==> src/rtl/pulse_echo_ctrl_pkg.sv <==
// Shared types and width helper for the pulse/echo time-of-flight sequencer.
package pulse_echo_pkg;

  typedef enum logic [2:0] {
    IDLE,
    FIRE,
    BLANK,
    LISTEN,
    REPORT
  } state_t;

  function automatic int cnt_width(input int max_wait);
    return $clog2(max_wait + 1);
  endfunction

endpackage

==> src/rtl/pulse_echo_ctrl_echo_accum.sv <==
// Sums per-shot echo counts and presents the truncated average for the batch.
module echo_accum
#(
  parameter int N_SHOTS = 4,
  parameter int CNT_W   = 7
)(
  input  logic             clk,
  input  logic             rst_n,
  input  logic             clear,
  input  logic             add,
  input  logic [CNT_W-1:0] value,
  output logic [CNT_W-1:0] sum_avg
);

  localparam int SH    = $clog2(N_SHOTS);
  localparam int ACC_W = SH + CNT_W;

  logic [ACC_W-1:0] sum;
  logic [ACC_W-1:0] sum_next;

  assign sum_next = sum + ACC_W'(value);

  always_ff @(posedge clk) begin
    if (!rst_n)
      sum <= '0;
    else if (clear)
      sum <= '0;
    else if (add)
      sum <= sum_next;
  end

  // Include the value being added this cycle so the final shot is counted
  assign sum_avg = CNT_W'((add ? sum_next : sum) >> SH);

endmodule

==> src/rtl/pulse_echo_ctrl.sv <==
// Time-of-flight sequencer: fire, blank, listen for the echo, report count or timeout.
// Optional macro PULSE_ECHO_AVG_EN averages N_SHOTS back-to-back shots per start.
module pulse_echo_ctrl
  import pulse_echo_pkg::*;
#(
  parameter int PULSE_LEN = 4,
  parameter int BLANK_LEN = 8,
  parameter int MAX_WAIT  = 100,
`ifdef PULSE_ECHO_AVG_EN
  parameter int N_SHOTS   = 4,
`endif
  localparam int CNT_W    = cnt_width(MAX_WAIT)
)(
  input  logic             clk,
  input  logic             rst_n,
  input  logic             start,
  input  logic             echo_edge,
  output logic             tx_pulse,
  output logic             busy,
  output logic             result_valid,
  input  logic             result_ready,
  output logic [CNT_W-1:0] result_data,
  output logic             result_timeout
);

  localparam logic [CNT_W-1:0] PULSE_END = CNT_W'(PULSE_LEN - 1);
  localparam logic [CNT_W-1:0] BLANK_END = CNT_W'(PULSE_LEN + BLANK_LEN - 1);
  localparam logic [CNT_W-1:0] CNT_MAX   = CNT_W'(MAX_WAIT - 1);

  state_t           state;
  state_t           next_state;
  logic [CNT_W-1:0] cnt;
  logic             counting;
  logic             fire_entry;

`ifdef PULSE_ECHO_AVG_EN
  localparam int SHOT_W = $clog2(N_SHOTS) + 1;

  logic [SHOT_W-1:0] shot_cnt;
  logic              last_shot;
  logic [CNT_W-1:0]  avg_data;

  assign last_shot = (shot_cnt == SHOT_W'(N_SHOTS - 1));

  echo_accum #(
    .N_SHOTS (N_SHOTS),
    .CNT_W   (CNT_W)
  ) u_accum (
    .clk     (clk),
    .rst_n   (rst_n),
    .clear   (state == IDLE && start),
    .add     (state == LISTEN && echo_edge),
    .value   (cnt),
    .sum_avg (avg_data)
  );
`endif

  assign counting   = (state == FIRE) || (state == BLANK) || (state == LISTEN);
  assign fire_entry = (next_state == FIRE) && (state != FIRE);

  always_ff @(posedge clk) begin
    if (!rst_n) begin
      state          <= IDLE;
      cnt            <= '0;
      result_data    <= '0;
      result_timeout <= 1'b0;
`ifdef PULSE_ECHO_AVG_EN
      shot_cnt       <= '0;
`endif
    end else begin
      state <= next_state;
      if (fire_entry)
        cnt <= '0;
      else if (counting && cnt != CNT_MAX)
        cnt <= cnt + 1'b1;
      if (state == LISTEN) begin
        if (echo_edge) begin
`ifdef PULSE_ECHO_AVG_EN
          shot_cnt <= shot_cnt + 1'b1;
          if (last_shot) begin
            result_data    <= avg_data;
            result_timeout <= 1'b0;
          end
`else
          result_data    <= cnt;
          result_timeout <= 1'b0;
`endif
        end else if (cnt == CNT_MAX) begin
          result_data    <= '0;
          result_timeout <= 1'b1;
        end
      end
`ifdef PULSE_ECHO_AVG_EN
      if (state == IDLE && start)
        shot_cnt <= '0;
`endif
    end
  end

  // An echo on the final budget cycle still counts as a hit
  always_comb begin
    next_state = state;
    case (state)
      IDLE:   if (start) next_state = FIRE;
      FIRE:   if (cnt == PULSE_END) next_state = (BLANK_LEN == 0) ? LISTEN : BLANK;
      BLANK:  if (cnt == BLANK_END) next_state = LISTEN;
      LISTEN: begin
        if (echo_edge) begin
`ifdef PULSE_ECHO_AVG_EN
          next_state = last_shot ? REPORT : FIRE;
`else
          next_state = REPORT;
`endif
        end else if (cnt == CNT_MAX) begin
          next_state = REPORT;
        end
      end
      REPORT: if (result_ready) next_state = IDLE;
      default: next_state = IDLE;
    endcase
  end

  always_comb begin
    tx_pulse     = (state == FIRE);
    busy         = (state != IDLE);
    result_valid = (state == REPORT);
  end

endmodule

==> config.mk <==
export PLATFORM = sky130hd
export DESIGN_NAME = pulse_echo_ctrl
export DESIGN_NICKNAME = d
export VERILOG_FILES = /design/src/rtl/pulse_echo_ctrl_pkg.sv /design/src/rtl/pulse_echo_ctrl_echo_accum.sv /design/src/rtl/pulse_echo_ctrl.sv
export SDC_FILE = /design/constraint.sdc
export NUM_CORES = 1
export LEC_CHECK = 0
export ABC_AREA = 1
export CORE_MARGIN = 1
export CORE_UTILIZATION = 55
export CTS_BUF_LIST = sky130_fd_sc_hd__clkbuf_4
export CTS_CLUSTER_SIZE = 14
export DETAILED_ROUTE_END_ITERATION = 10
export HOLD_SLACK_MARGIN = 0.02
export PLACE_DENSITY = 0.88
export REMOVE_ABC_BUFFERS = 1
export SLEW_MARGIN = 15
export SYNTH_ARGS = -nofsm -noshare
export SYNTH_HDL_FRONTEND = slang
export SYNTH_SLANG_ARGS = --single-unit
==> constraint.sdc <==
create_clock -name clk -period 2.7 [get_ports clk]
set_clock_uncertainty 0.1 [all_clocks]
set_input_delay 0.54 -clock clk [delete_from_list [all_inputs] [get_ports clk]]
set_output_delay 0.54 -clock clk [all_outputs]
set_load 0.01 [all_outputs]
# Word-level counts from Yosys, hierarchy flattened

Cells that the tools add are included.

Bits in latches: 0
Register bits after elaboration: 18
Output and inout port bits: 11
Input port bits: 5
Memory bits (writable): 0
Bits in read-only memories: 0
Memories kept: 0
Logic and storage cells: 36

Reductions and logical operators: 9
Equality and inequality tests: 10
Magnitude comparators: 0
Mux-type cells: 11
Shift operators: 0
$add $sub $neg: 1
Divide/modulo/power cells: 0
Multipliers: 0
Bitwise logic cells: 1

Operator list:

| operator            | number |
|---|---|
| $mux 3              | 6 |
| $pmux 3 s5          | 1 |
| $mux 7              | 2 |
| $add 7x1->7 const B | 1 |
| $eq 7x2->1 const B  | 1 |
| $eq 7x4->1 const B  | 1 |
| $eq 7x7->1 const B  | 1 |
| $ne 7x7->1 const B  | 1 |
| $eq 3x1->1 const B  | 2 |
| $eq 3x2->1 const B  | 2 |
| $eq 3x3->1 const B  | 1 |
| $logic_not 3->1     | 1 |
| $ne 3x1->1 const B  | 1 |
| $reduce_bool 3->1   | 1 |
| $logic_and 1x1->1   | 2 |
| $logic_or 1x1->1    | 2 |
| $mux 1              | 2 |
| $reduce_and 2->1    | 1 |
| $reduce_bool 2->1   | 1 |
| $reduce_or 2->1     | 1 |
| $not 1->1           | 1 |

# Logic depth before layout (Yosys ltp)

Gate-level depths: netlist (run 1).

Depth in word-level cells: 7
Mapped depth: 9
Depth with buffers taken out: 8

# Worst setup path before layout (run 1)

No wires, ideal clock.

Kind: register -> output
Start: reg state[0]
End: out result_valid
Data required time: 2.060 ns
Cell stages (with the launch flop): 4
Arrival time: 0.756 ns
Slack: 1.304 ns
Buffers on the path: 0
Cells stage by stage: dfxtp_1 -> nor2_2 -> inv_1 -> nor2_1

Cells in the longest elaborated chain, start to end: 1

Ends and longest elaborated chain:

| what                   | line                   | RTL |
|---|---|---|
| from (decl)            | pulse_echo_ctrl.sv:30  | `state_t state;` |
| from (signal assigned) | pulse_echo_ctrl.sv:71  | `state <= next_state;` |
| $eq 3x3->1             | pulse_echo_ctrl.sv:126 | `result_valid = (state == REPORT);` |
| to (decl)              | pulse_echo_ctrl.sv:20  | `output logic result_valid,` |

No other way between the ends.

# Worst setup path in the final report (run 1)

Start: reg state[1]
End: out result_valid

Same word-level chain as after synthesis.

==> results of run 1 <==
==> flip-flops by register name, summed over array words and instances, names as in the netlist <==
| register | count |
|---|---|
| result_data | 7 |
| result_timeout | 1 |
| state | 3 |
| cnt | 7 |
==> worst paths after layout <==
path                   from             end  slack (ns)
max                state[1]    result_valid        0.45
min          result_data[4]  result_data[4]        0.38
max reg2reg          cnt[0]          cnt[3]        1.12
min reg2reg  result_data[4]  result_data[4]        0.38
==> routing by layer <==
layer	up-vias	part of all wire [%]	track usage, %
met5	-	0	0
li1	469	-	-
met3	4	4.9	6.122
met4	0	1.0	7.273
met1	403	45	27.81
met2	32	49	42.65
==> synth_stat cells (all sizes together) <==
master,n,share of area [%]
inv,16,6.4
o21ai,2,1.0
nand3,18,11
nor3,3,2.6
nand2,44,20
buf,2,1.9
dfxtp,18,37
a21oi,15,8.0
ha,1,1.3
nor2,13,7.5
xor2,3,2.7
clkinv,2,1.3
==> critical path: cells and delay by family, from the launching register on <==
kind / cells / cell delay [ns]
and+or+nand+nor: 2 / 0.32
buffers and inverters: 2 / 0.62
DFF: 1 / 0.37
==> kinds of logic (layout without fill, tap and decap cells) <==
family / count (synthesis) / in the layout / synth area share (%)
AOI/OAI and AO/OA: 17 / 17 / 9.067
xor gates and xnor gates: 3 / 3 / 2.682
adders and majority gates: 1 / 1 / 1.277
buffers and inverters: 20 / 37 / 9.579
DFF: 18 / 18 / 36.78
and+or+nand+nor: 78 / 78 / 40.61
==> final cells by class <==
type / count / area share (%)
multi-input cells: 99 / 45.41
flip-flops and latches: 18 / 31.14
repair buffers: 15 / 12.97
inverters: 18 / 6.486
clock buffers: 3 / 1.946
well taps: 16 / 1.730
clock inverters: 1 / 0.3243
==> where the power goes <==
part	internal [mW]	total, mW	switching, mW
clock network	0.0538	0.137	0.0835
registers	0.268	0.271	0.00313
logic	0.0177	0.0448	0.0271
==> flow_summary_export.csv, run 1 <==
group,metric,value,unit
detailed_routing,vias,908,
floorplanning,die_w,44.21,um
clock_network,h-tree-depth,1,
detailed_routing,drt_wl_total,2.008,mm
clock_network,cts_buffer_depth,2,
logic_synthesis,netlist_area,979.7,um2
clock_network,numCtsBuffers,3,
cells_and_area,finish.utilization,73.41,%
detailed_routing,first_pass_iters,4,
timing,rsz0062_at_grt,"no",
floorplanning,fp.dieH,44.21,um
floorplanning,die-area,0.001954,mm2
cells_and_area,multiInputGateArea,525.5,um2
setup_path,cpPeakStageDelay,0.53,ns
setup_path,critPathCaptureType,"output port",
timing,period_share,83.20,%
place,dp_slack,0.7842,ns
clock_network,tritoncts,"built",
timing,hold_viol,0,
setup_path,crit_fanout,4,
clock_network,post_cts_buffers,0,
grt,grt_max_degree,11,
logic_synthesis,synth_warnings,0,
detailed_routing,via_per_inst,5.341,
pwr,ir_drop,0.0003176,V
setup_path,worstPathRequired,2.06,ns
grt,grtUsageTotal,23.87,%
logic_synthesis,yosys.cell_types.count,25,
grt,grt_pass1_wl,3.436,mm
cells_and_area,drive_above_1_share,16.23,%
detailed_routing,wl_per_cell,11.81,um
logic_synthesis,ys_seq_area_share,36.78,%
clock_network,cts.sinks,18,
timing,relSlewSlack,79.50,%
place,dp.cells,166,
floorplanning,start_util,62.14,%
cells_and_area,final_cell_mix,"40 x nand2_1, 18 x dfxtp_1, 15 x nand3_1, 15 x clkdlybuf4s50_1, 14 x a21oi_1",
logic_synthesis,syn_avg_cell_area,7.151,um2
cells_and_area,antennaDiodeCount,0,
setup_path,critPathSlowestCell,"clkdlybuf4s50_1",
grt,grt_pass1_vias,835,
run,max_cap_viol_count,0,
clock_network,clk_pin_slew,0.11,ns
grt,antenna_found_initial,0,
setup_path,worst-r2r-cell-count,7,
logic_synthesis,ys_ff_latch,18,
cells_and_area,area_delta_synth_final,18.14,%
timing,min_period,2.246,ns
place,placedInstanceArea,0.001131,mm2
setup_path,start_kind,"flop",
detailed_routing,final_antenna_net_count,0,
timing,setup_violations,0,
place,routabilityCongestion,0.8950,
timing,tns,0,ns
run_status,status,"finished clean",
setup_path,critPathKind,"reg2out",
worst_hold_path,worstHoldPathCells,2,
cells_and_area,layout_commonest_cell,"nand2_1",
detailed_routing,drt-initial-drc-count,24,
clock_network,clkLatencyLatePin,0.30,ns
floorplanning,ios,16,
timing,whs,0.3819,ns
timing,drv_slew,0,
logic_synthesis,syn_inst,137,
cells_and_area,regArea,360.3,um2
detailed_routing,drc,0,
place,dpl.hpwl,1.500,mm
cells_and_area,finalInstanceArea,0.001157,mm2
place,port_buffers,15,
pwr,power,453.2,uW
grt,overflow,0,
pwr,cellPowerDensity,391.6,mW/mm2
worst_hold_path,min_path_type,"reg2reg",
floorplanning,num_rows,14,
timing,worst_slack,0.4536,ns
timing,worstMarginPinSlew,0.3070,ns
pwr,p_leak,0.4603,nW
setup_path,arrival,1.61,ns
timing,timing.fmax,0.4451,GHz
floorplanning,coreArea,0.001577,mm2
cells_and_area,final_net_count,161,
clock_network,cts_resized,0,
cells_and_area,nFillCells,130,
cells_and_area,stdcell_count,170,
clock_network,cts_root_buf,"clkbuf_4",
setup_path,crit_chain,"nor2_2 -> inv_1 -> nor2_1 -> clkdlybuf4s50_1",
clock_network,ctsHoldBuffers,0,
(Power assumes the default switching activity.)
==> run 2, diff against run 1 <==
Settings changed: CORE_UTILIZATION 55 to 54, PLACE_DENSITY 0.88 to 0.87.
Clock period 2.7 ns to 2.3 ns, I/O delays scaled along.
==> run 2 against run 1 <==
Clock-buffer cell count stayed put. Via count is 3.3% higher. First-iteration DRC count increased by 25%. Utilization fell by 5.0 points. Worst hold slack gained 0.0068 ns. Clock power increased by 26%. Die area up 1.8%. Sequential share of layout area down 0.30 points. Total power grew 20%. Setup slack worse by 0.34 ns. Critical endpoint unchanged. Highest routed layer unchanged.
==> flow_summary_export.csv, run 2 (same netlist as run 1, synthesis figures left out) <==
group,metric,value,unit
detailed_routing,via_per_inst,5.240,
setup_path,cpPeakStageDelay,0.53,ns
run_status,status,"finished clean",
place,routabilityCongestion,0.8828,
clock_network,cts_buffer_depth,2,
setup_path,worst-r2r-cell-count,7,
clock_network,post_cts_buffers,0,
timing,drv_slew,0,
clock_network,cts_root_buf,"clkbuf_4",
clock_network,cts_resized,0,
setup_path,crit_fanout,4,
setup_path,r2r_setup_slack,0.69,ns
detailed_routing,drc,0,
pwr,ir_drop,0.0003390,V
timing,setup_violations,0,
run,max_cap_viol_count,0,
clock_network,numCtsBuffers,3,
timing,rsz0062_at_grt,"no",
place,dpl.hpwl,1.594,mm
detailed_routing,wl_met1,925,um
detailed_routing,first_pass_iters,4,
detailed_routing,top_layer,"met4",
setup_path,arrival,1.63,ns
floorplanning,die-area,0.001989,mm2
pwr,cellPowerDensity,464.5,mW/mm2
setup_path,critPathKind,"reg2out",
timing,hold_viol,0,
clock_network,ctsHoldBuffers,0,
timing,timing.fmax,0.4570,GHz
cells_and_area,final_net_count,161,
floorplanning,coreArea,0.001708,mm2
clock_network,clkLatencyLatePin,0.31,ns
setup_path,worstPathRequired,1.74,ns
cells_and_area,final_cell_mix,"40 x nand2_1, 18 x dfxtp_1, 15 x nand3_1, 15 x clkdlybuf4s50_1, 14 x a21oi_1",
timing,relSlewSlack,79.87,%
detailed_routing,drt_wl_total,2.134,mm
timing,worstMarginPinSlew,0.3016,ns
detailed_routing,wl_met3,94,um
grt,grt_pass1_vias,819,
grt,grt_max_degree,11,
setup_path,start_kind,"flop",
grt,overflow,0,
floorplanning,start_util,57.36,%
setup_path,worstReg2RegStart,"cnt[0]",
detailed_routing,wl_per_cell,11.92,um
clock_network,clk_pin_slew,0.11,ns
setup_path,worstSetupEndpoint,"result_valid",
floorplanning,fp.dieH,44.60,um
setup_path,critPathSlowestCell,"clkdlybuf4s50_1",
worst_hold_path,min_path_type,"reg2reg",
timing,min_period,2.188,ns
detailed_routing,drt-initial-drc-count,30,
setup_path,rr_endpoint,"cnt[6]",
timing,period_share,95.14,%
cells_and_area,finish.utilization,68.42,%
cells_and_area,drive_above_1_share,16.23,%
grt,antenna_found_initial,0,
detailed_routing,wl_met2,1.070,mm
place,port_buffers,15,
pwr,p_leak,0.4603,nW
cells_and_area,antennaDiodeCount,0,
setup_path,crit_chain,"nor2_2 -> inv_1 -> nor2_1 -> clkdlybuf4s50_1",
timing,tns,0,ns
setup_path,critPathCaptureType,"output port",
detailed_routing,final_antenna_net_count,0,
cells_and_area,layout_commonest_cell,"nand2_1",
cells_and_area,area_delta_synth_final,19.28,%
grt,grt_pass1_wl,3.484,mm
floorplanning,num_rows,15,
floorplanning,ios,16,
setup_path,crit_start,"state[1]",
pwr,power,542.8,uW
grt,grtUsageTotal,23.95,%
detailed_routing,vias,938,
floorplanning,die_w,44.60,um
clock_network,cts.sinks,18,
cells_and_area,largestRegisters,"cnt: 7 flops, result_data: 7 flops, state: 3 flops",
clock_network,tritoncts,"built",
clock_network,h-tree-depth,1,
[run 2: cell counts in the layout (fill, tap and decap cells not counted)]
Identical to the previous run, type by type.
[run 2: power breakdown]
part	switching (mW)	leakage (nW)	total (mW)	internal, mW
sequential	0.00351	0.145	0.318	0.315
clock	0.109	0.0154	0.172	0.0634
combinational	0.0317	0.300	0.0525	0.0208
total	0.144	0.460	0.543	0.399
[run 2: area by class of cell]
cell class | count | area, um2
clock buffers | 3 | 22.52
well taps | 25 | 31.28
inverters | 18 | 75.07
repair buffers | 15 | 150.1
flip-flops and latches | 18 | 360.3
fillers | 154 | 539.3
clock inverters | 1 | 3.754
multi-input cells | 99 | 525.5
[run 2: through the flow]
step	std cells	cell area [um2]	worst slack (ns)	hold slack, ns
global placement	175	1142	0.5293	0.3698
floorplan	135	960.9	0.9157	0.3701
finish	179	1169	0.1118	0.3886
global route	179	1169	0.06232	0.4185
detailed placement	175	1142	0.4475	0.3702
CTS	179	1169	0.1050	0.3880
[run 2: metal layers]
layer  global-route usage [%]  vias to the layer above
li1                         -                      469
met1                    29.63                      432
met2                    40.88                       32
met3                    2.449                        5
met4                    12.12                        0
met5                        0                        -
[run 2: how the worst min path moves through the flow]
stage | from | endpoint | cells past startpoint
5_1_grt | result_data[0] | result_data[0] | 2
3_3_place_gp | result_data[2] | result_data[2] | 2
4_1_cts | result_data[6] | result_data[6] | 2
3_5_place_dp | result_data[6] | result_data[6] | 2
2_1_floorplan | cnt[1] | cnt[1] | 2
6_report | result_data[6] | result_data[6] | 2
[run 2: critical path: cells and delay by family (launching register included)]
| kind | cells | cell delay, ns |
|---|---|---|
| AND/OR/NAND/NOR | 2 | 0.31 |
| flip-flops | 1 | 0.37 |
| buffers and inverters | 2 | 0.64 |
